`src/rtl/display_pkg.sv`:
```
// Shared constants and helpers for the paged BCD display path.
package display_pkg;

    localparam logic [3:0] BLANK_CODE = 4'hF;

    // Ceiling log2, used for sizing counters and indices from parameters.
    function automatic int clog2(input int value);
        int r;
        r = 0;
        while ((1 << r) < value) r = r + 1;
        return r;
    endfunction

endpackage

```
`src/rtl/bcd_lz_blank.sv`:
```
// Replaces every digit above the most significant nonzero digit with the blank code.
module bcd_lz_blank
    import display_pkg::*;
#(
    parameter int NUM_DIGITS = 9
) (
    input  logic [4*NUM_DIGITS-1:0] snap,
    output logic [4*NUM_DIGITS-1:0] blanked
);

    logic seen;

    // Scan from the top; digit 0 always counts as significant so a zero value shows "0".
    always_comb begin
        seen    = 1'b0;
        blanked = '0;
        for (int i = NUM_DIGITS - 1; i >= 0; i--) begin
            if (snap[4*i +: 4] != 4'h0 || i == 0) seen = 1'b1;
            blanked[4*i +: 4] = seen ? snap[4*i +: 4] : BLANK_CODE;
        end
    end

endmodule

```
`src/rtl/bcd_page_display.sv`:
```
// Shows an N-digit BCD snapshot on a D-digit display, one page at a time,
// most significant page first, with optional blank lead-in page.
module bcd_page_display
    import display_pkg::*;
#(
    parameter int  NUM_DIGITS  = 9,
    parameter int  DISP_DIGITS = 3,
    parameter int  DWELL       = 25_000_000,
    parameter int  BLANK_PAGE  = 1,
    parameter int  LZ_BLANK    = 1,
    localparam int DATA_PAGES  = (NUM_DIGITS + DISP_DIGITS - 1) / DISP_DIGITS,
    localparam int NUM_PAGES   = DATA_PAGES + BLANK_PAGE,
    localparam int PW          = (clog2(NUM_PAGES) < 1) ? 1 : clog2(NUM_PAGES)
) (
    input  logic                     CLOCK_50,
    input  logic                     rst_n,
    input  logic [4*NUM_DIGITS-1:0]  digits_in,
    input  logic                     sign_in,
    input  logic                     load,
    input  logic                     hold,
    input  logic                     step,
    output logic [4*DISP_DIGITS-1:0] seg_bcd,
    output logic                     sign_out,
    output logic [PW-1:0]            page_idx,
    output logic                     sweep_done
);

    localparam int              CW        = (clog2(DWELL) < 1) ? 1 : clog2(DWELL);
    localparam int              SEG_W     = 4 * DISP_DIGITS;
    localparam int              PAD_W     = SEG_W * DATA_PAGES;
    localparam logic [CW-1:0]   CNT_LAST  = CW'(DWELL - 1);
    localparam logic [PW-1:0]   PAGE_LAST = PW'(NUM_PAGES - 1);

    logic [4*NUM_DIGITS-1:0] snap, snap_nxt, lz_digits, shown;
    logic                    snap_sign, snap_sign_nxt, snap_valid;
    logic [CW-1:0]           dwell_cnt, cnt_nxt;
    logic [PW-1:0]           page_nxt;
    logic                    done_nxt, advance, take_snap;
    logic [PAD_W-1:0]        padded;
    logic [SEG_W-1:0]        seg_nxt;
    logic                    sign_out_nxt;
    int                      page_int, grp;

    // load and step are one-cycle pulses sampled on the clock edge; load wins
    // over step, step (only while hold=1) wins over dwell expiry (only while hold=0).
    always_comb begin
        advance  = 1'b0;
        page_nxt = page_idx;
        cnt_nxt  = dwell_cnt;
        done_nxt = 1'b0;
        if (load) begin
            page_nxt = '0;
            cnt_nxt  = '0;
        end else if (hold) begin
            if (step) begin
                advance = 1'b1;
                cnt_nxt = '0;
            end
        end else if (dwell_cnt == CNT_LAST) begin
            advance = 1'b1;
            cnt_nxt = '0;
        end else begin
            cnt_nxt = dwell_cnt + CW'(1);
        end
        if (advance) begin
            if (page_idx == PAGE_LAST) begin
                page_nxt = '0;
                done_nxt = 1'b1;
            end else begin
                page_nxt = page_idx + PW'(1);
            end
        end
        take_snap     = load || !snap_valid || (advance && page_idx == PAGE_LAST);
        snap_nxt      = take_snap ? digits_in : snap;
        snap_sign_nxt = take_snap ? sign_in : snap_sign;
    end

    // Outputs are registered from the next snapshot and page so they move with page_idx.
    bcd_lz_blank #(.NUM_DIGITS(NUM_DIGITS)) u_lz (
        .snap    (snap_nxt),
        .blanked (lz_digits)
    );

    assign shown = (LZ_BLANK != 0) ? lz_digits : snap_nxt;

    always_comb begin
        padded = {PAD_W{1'b1}};
        padded[4*NUM_DIGITS-1:0] = shown;
    end

    always_comb begin
        seg_nxt      = {DISP_DIGITS{BLANK_CODE}};
        sign_out_nxt = 1'b0;
        page_int     = int'(page_nxt);
        grp          = 0;
        if (page_int >= BLANK_PAGE && page_int < NUM_PAGES) begin
            grp          = DATA_PAGES - 1 - (page_int - BLANK_PAGE);
            seg_nxt      = padded[grp*SEG_W +: SEG_W];
            sign_out_nxt = snap_sign_nxt;
        end
    end

    always_ff @(posedge CLOCK_50 or negedge rst_n) begin
        if (!rst_n) begin
            snap       <= '0;
            snap_sign  <= 1'b0;
            snap_valid <= 1'b0;
            dwell_cnt  <= '0;
            page_idx   <= '0;
            seg_bcd    <= {DISP_DIGITS{BLANK_CODE}};
            sign_out   <= 1'b0;
            sweep_done <= 1'b0;
        end else begin
            snap       <= snap_nxt;
            snap_sign  <= snap_sign_nxt;
            snap_valid <= 1'b1;
            dwell_cnt  <= cnt_nxt;
            page_idx   <= page_nxt;
            seg_bcd    <= seg_nxt;
            sign_out   <= sign_out_nxt;
            sweep_done <= done_nxt;
        end
    end

endmodule
```
`config.mk`:
```
export PLATFORM = sky130hd
export DESIGN_NAME = bcd_page_display
export DESIGN_NICKNAME = d
export VERILOG_FILES = /design/src/rtl/display_pkg.sv /design/src/rtl/bcd_lz_blank.sv /design/src/rtl/bcd_page_display.sv
export SDC_FILE = /design/constraint.sdc
export NUM_CORES = 1
export LEC_CHECK = 0
export CAP_MARGIN = 40
export CORE_ASPECT_RATIO = 1.5
export CORE_UTILIZATION = 48
export CTS_BUF_LIST = sky130_fd_sc_hd__clkbuf_8
export CTS_CLUSTER_SIZE = 16
export DETAILED_ROUTE_END_ITERATION = 8
export PLACE_DENSITY = 0.69
export SYNTH_ARGS = -nofsm -noshare
export SYNTH_HDL_FRONTEND = slang
export SYNTH_SLANG_ARGS = --single-unit
```
`constraint.sdc`:
```
create_clock -name CLOCK_50 -period 5.05 [get_ports CLOCK_50]
set_input_delay 0.505 -clock CLOCK_50 [delete_from_list [all_inputs] [get_ports CLOCK_50]]
set_output_delay 0.505 -clock CLOCK_50 [all_outputs]
set_load 0.05 [all_outputs]
```
=== After elaboration in Yosys (flattened, before gate mapping) ===
Cells that the tools add are included.

* Word-level logic and storage cells: 63
* Output and inout bits: 16
* Input bits: 42
* Bits in registers: 79

* Reductions and logical operators: 12
* Shift operators: 1
* Multipliers: 1
* Equality and inequality tests: 3
* Muxes and demuxes: 33
* $lt $le $gt $ge: 1
* $add $sub $neg: 4

{| class="wikitable"
|+ Operator list
! operator !! count
|-
| $mux W25 || 4
|-
| $mux W36 || 1
|-
| $shiftx A36 B9 Y12 || 1
|-
| $mux W4 || 8
|-
| $reduce_bool A4 Y1 || 8
|-
| $add A25 B1 Y25 const B || 1
|-
| $eq A25 B25 Y1 const B || 1
|-
| $mux W1 || 16
|-
| $mux W12 || 1
|-
| $mul A4 B3 Y7 const B || 1
|-
| $mux W2 || 3
|-
| $sub A3 B3 Y4 const A || 1
|-
| $ne A3 B2 Y1 const B || 1
|-
| $sub A2 B1 Y3 const B || 1
|-
| $add A2 B1 Y2 const B || 1
|-
| $eq A2 B2 Y1 const B || 1
|-
| $ge A2 B1 Y1 const B || 1
|-
| $logic_or A1 B1 Y1 || 2
|-
| $logic_and A1 B1 Y1 || 1
|-
| $logic_not A1 Y1 || 1
|}

=== Depth between registers and ports, before layout ===
* Word-level depth: 19
* Depth in mapped cells: 17

=== Hierarchy ===
From an unflattened synthesis, not the netlist that was laid out.

* Cells, all modules: 486
* Area, all modules: 4718.3 um^2

{| class="wikitable"
|+ Modules (own cells, without submodules)
! module !! cells each !! area each (um^2) !! instances
|-
| bcd_page_display || 426 || 4287.9 || 1
|-
| bcd_lz_blank || 60 || 430.4 || 1
|}

=== Least setup slack after synthesis ===
OpenSTA, ideal clock, no wires.

* Path type: reg-to-reg
* From: reg dwell_cnt[9]
* To: reg seg_bcd[3]
* Slack: 368 ps
* Buffers on the path: 1
* Stages on the path, launching flop included: 16
* Arrival: 4593 ps
* Setup time: 89 ps
* Cells stage by stage: dfrtp_1 > or4_1 > or3_4 > o31a_1 > mux2_4 > buf_2 > ha_1 > nor4_1 > mux2i_1 > nand2_1 > nor2_1 > ha_1 > a2111oi_0 > a21oi_1 > a21o_1 > a211oi_1

* Longest elaborated chain between the ends: 19
* Elaborated cells on any way between the ends: 38
* Classes of those cells: add/sub (2); mul (1); order compare (1); eq/ne (1); shift (1); mux (22); reduce/logical (10)

{| class="wikitable"
|+ RTL lines
! element !! RTL line !! source
|-
| start: declaration || bcd_page_display.sv:36 || <nowiki>logic [CW-1:0] dwell_cnt, cnt_nxt;</nowiki>
|-
| start signal: assignment || bcd_page_display.sv:117 || <nowiki>dwell_cnt <= cnt_nxt;</nowiki>
|-
| $eq A25 B25 Y1 (*) || bcd_page_display.sv:59 || <nowiki>end else if (dwell_cnt == CNT_LAST) begin</nowiki>
|-
| $mux W1 (*) || bcd_page_display.sv:59 ||
|-
| $mux W1 (*) || bcd_page_display.sv:54 || <nowiki>end else if (hold) begin</nowiki>
|-
| $mux W1 (*) || bcd_page_display.sv:51 || <nowiki>if (load) begin</nowiki>
|-
| branches (longest 14 deep; another with $mul A4 B3 Y7) || -- ||
|-
| $mux W12 (*) || bcd_page_display.sv:96 || <nowiki>if (page_int >= BLANK_PAGE && page_int < NUM_PAGES) begin</nowiki>
|-
| via seg_nxt[3] || bcd_page_display.sv:40 || <nowiki>logic [SEG_W-1:0] seg_nxt;</nowiki>
|-
| end signal: assignment || bcd_page_display.sv:110 || <nowiki>seg_bcd <= {DISP_DIGITS{BLANK_CODE}};</nowiki>
|-
| end signal: assignment || bcd_page_display.sv:119 || <nowiki>seg_bcd <= seg_nxt;</nowiki>
|-
| end: declaration || bcd_page_display.sv:22 || <nowiki>output logic [4*DISP_DIGITS-1:0] seg_bcd,</nowiki>
|}

Mark *: on every way through the listed nets, which the timed path passes.
A chain may end at the register's enable or synchronous reset.

=== Worst setup path in the final report ===
Same ends and word-level chain as after synthesis.

==> run summary <==
layout cells sized above 1 - 13.8%
Switch Pwr - 0.471 mW
initial core utilization - 50.3%
peak supply drop - 0.000199 V
instance count of the mapped netlist - 495
worst r2r path cells - 16
grt met3 use - 4.81%
Die W - 82.8 µm
global route overflow - 0
initial antenna violation count - 0
Max Fclk - 208 MHz
Die ar. - 10200 µm²
Via Count - 4173
WS Path Type - register to register
P_int - 1.06 mW
dominant synthesized flop cell - dfrtp_1
CP required - 5310 ps
clock share of power - 29.6%
Port Buf Inserts - 57
Slew Limit Fails - 0
TNS Setup - 0 ps
Syn Area/Cell - 9.51 µm²
register area share after synthesis - 42.3%
syn nets - 543
gr usage total - 26.3%
CP Data Arrival Time - 5060 ps
first-pass GRT wire length - 20.7 mm
clk_skew - 8.24 ps
initial DRC count - 386
post-layout net count - 600
crit path max fanout - 21
clock latency on the worst-skew pair - 360 ps
hpwl dp - 9.72 mm
Critical Path Sink - seg_bcd[3]
Reg-to-Reg End - seg_bcd[3]
asr flop ratio synth - 100%
RSZ-0062 raised after global routing - false
Reg2Reg Setup Slack - 250 ps
Worst R2R Start - dwell_cnt[9]
Root Buffer - clkbuf_8
Leakage - 2.36 nW
final WL - 12.7 mm
CTS Sinks - 79
Final period util - 95.0%
minimum clock period - 4800 ps
final hold viol count - 0
Yosys cell types - 60
grt peak-use layer - met2
layout overhead on the synthesized area - 18.7%
top cell type by total area after synthesis - dfrtp_1
vias in the first global route - 4223
synth warn - 0
Slew headroom - 45.8%
CTS H-tree depth - 3
CTS buffer count - 9
Post-synth EDFFs - 0
Final Setup Violations - 0
WL/cell - 18.9 µm
drt first pass iters - 5
core box area - 9360 µm²
pwr dens - 273 nW/µm²
ant diodes - 0
run status - complete, no violations
DRC - 0
largest net degree at the start of global routing - 41
Max Buffers Root-to-Sink - 2
switching portion of total power - 30.9%
Synth top area share - 35.6%
I/O pin cnt - 58
Startpoint Class - register
cell area after synthesis - 4710 µm²
flop and latch count out of synthesis - 79
Comb pwr share - 24.4%
Reg power frac - 46.0%
CTS Hold Buffers Added - 0
Hold Path Class - input port to asynchronous set/reset pin
CTS tree - yes
Area contributors post-synth - dfrtp_1 36%, dfstp_2 6.7%, mux2i_1 5.7%
Placement Setup Slack - 256 ps
Worst Tran Pin Value - 805 ps
Final WS setup - 252 ps
RePlAce Congestion - 0.896
CTS clk-pin slew, worst paths - 80 ps
die span in y - 123 µm
crit path from - dwell_cnt[9]
GR Util met1 - 27.3%
row count - 43
CP Capture Type - register
met2 usage - 47.4%
Vias per Instance - 6.24
maxcap violations - 0
Post-DRT Antenna Nets - 0
[kinds of logic after synthesis]
family	count (synthesis)	synth area share, %
buffers and inverters	44	4.55
flip-flops	79	42.3
XOR/XNOR	7	1.30
AND/OR/NAND/NOR	182	19.7
adder cells (fa/ha/maj)	6	1.60
multiplexers	50	11.3
AO/OA/AOI/OAI	126	19.1
other	1	0.0797
[placed cells by master (no fill, tap or decap), drive strengths merged, types with 4 or more instances in the layout]
| master | synthesis | final |
|---|---|---|
| and2 | 10 | 10 |
| or3 | 6 | 6 |
| dfrtp | 67 | 67 |
| o22a | 4 | 4 |
| buf | 9 | 10 |
| nand2 | 37 | 37 |
| xor2 | 5 | 5 |
| nor2 | 53 | 53 |
| inv | 22 | 23 |
| a21oi | 22 | 22 |
| o21ai | 29 | 29 |
| o211a | 6 | 6 |
| nor4 | 20 | 20 |
| a221oi | 7 | 7 |
| a22oi | 5 | 5 |
| nand3 | 18 | 18 |
| clkbuf | 11 | 13 |
| or4 | 6 | 6 |
| clkdlybuf4s50 | 0 | 56 |
| mux2i | 27 | 27 |
| and3 | 7 | 7 |
| o31ai | 9 | 9 |
| a21o | 5 | 5 |
| ha | 6 | 6 |
| mux2 | 23 | 23 |
| dfstp | 12 | 12 |
| a311oi | 5 | 5 |
| nor3 | 9 | 9 |
| o31a | 4 | 4 |
| o211ai | 11 | 11 |
| nand4 | 8 | 8 |
[worst min path at each step]
stage	from	end	slack, ps	depth (start not counted)
2_1_floorplan	rst_n	dwell_cnt[0]	210	0
3_3_place_gp	snap_sign	snap_sign	480	1
3_5_place_dp	dwell_cnt[24]	dwell_cnt[24]	480	1
4_1_cts	rst_n	snap[23]	130	1
5_1_grt	rst_n	snap[23]	150	1
6_report	rst_n	snap[23]	110	1
[final cells by class]
cell class / instances / area (µm²)
timing repair buffer: 66 / 648
fill: 842 / 3780
inverter: 24 / 91.3
multi-input combinational: 372 / 2520
clock inverter: 3 / 16.3
clock buffer: 13 / 179
tap: 112 / 140
sequential: 79 / 1990
[critical path: stages (launching register included)]
cell	delay [ps]
dfrtp_1	450
or4_1	530
or3_4	410
o31a_1	350
mux2i_1	150
or2_2	330
ha_1	340
buf_4	250
clkinv_1	130
nor2_2	220
nor2_1	80
ha_1	270
a2111oi_0	490
buf_4	210
a21oi_1	60
a21o_1	170
a211oi_1	240
[power groups by stage]
stage	combinational [mW]	sequential, mW	clock [mW]
detailed placement	0.368	0.714	0
global placement	0.359	0.712	0
global route	0.402	0.707	0.490
finish	0.373	0.702	0.452
CTS	0.370	0.702	0.463
floorplan	0.184	0.759	0
[sequential cells by signal, summed over array words and instances, names as in the netlist]
name,count
dwell_cnt,25
page_idx,2
seg_bcd,12
sign_out,1
sweep_done,1
snap_valid,1
snap_sign,1
snap,36
[routing by layer]
layer | wire [µm] | vias up | share of wire (%)
met5 | 0 | - | 0
met4 | 697 | 0 | 5.5
met3 | 589 | 54 | 4.6
met2 | 6820 | 150 | 54
met1 | 4570 | 2002 | 36
li1 | - | 1967 | -
[stage by stage]
step	power, mW	cell area, µm²	hold slack (ps)	std cells	util, %
3_5_place_dp	1.08	5380	482	653	57.4
4_1_cts	1.53	5570	131	669	59.5
2_1_floorplan	0.943	4710	209	495	-
6_report	1.53	5580	114	669	59.6
3_3_place_gp	1.07	5350	477	651	57.1
5_1_grt	1.60	5580	154	669	59.6
[synth_stat cells, drive strengths merged (12+ instances only)]
cell type	number
dfstp	12
mux2	23
dfrtp	67
nand2	37
mux2i	27
nor4	20
a21oi	22
o21ai	29
nand3	18
nor2	53
inv	22
[what timing repair did]
| action | CTS | global route |
|---|---|---|
| setup endpoints to repair | 0 | 1 |
| buffers inserted | 0 | 0 |
| resized for setup | 0 | 3 |
No activity file was read; power rests on OpenSTA's default activity.
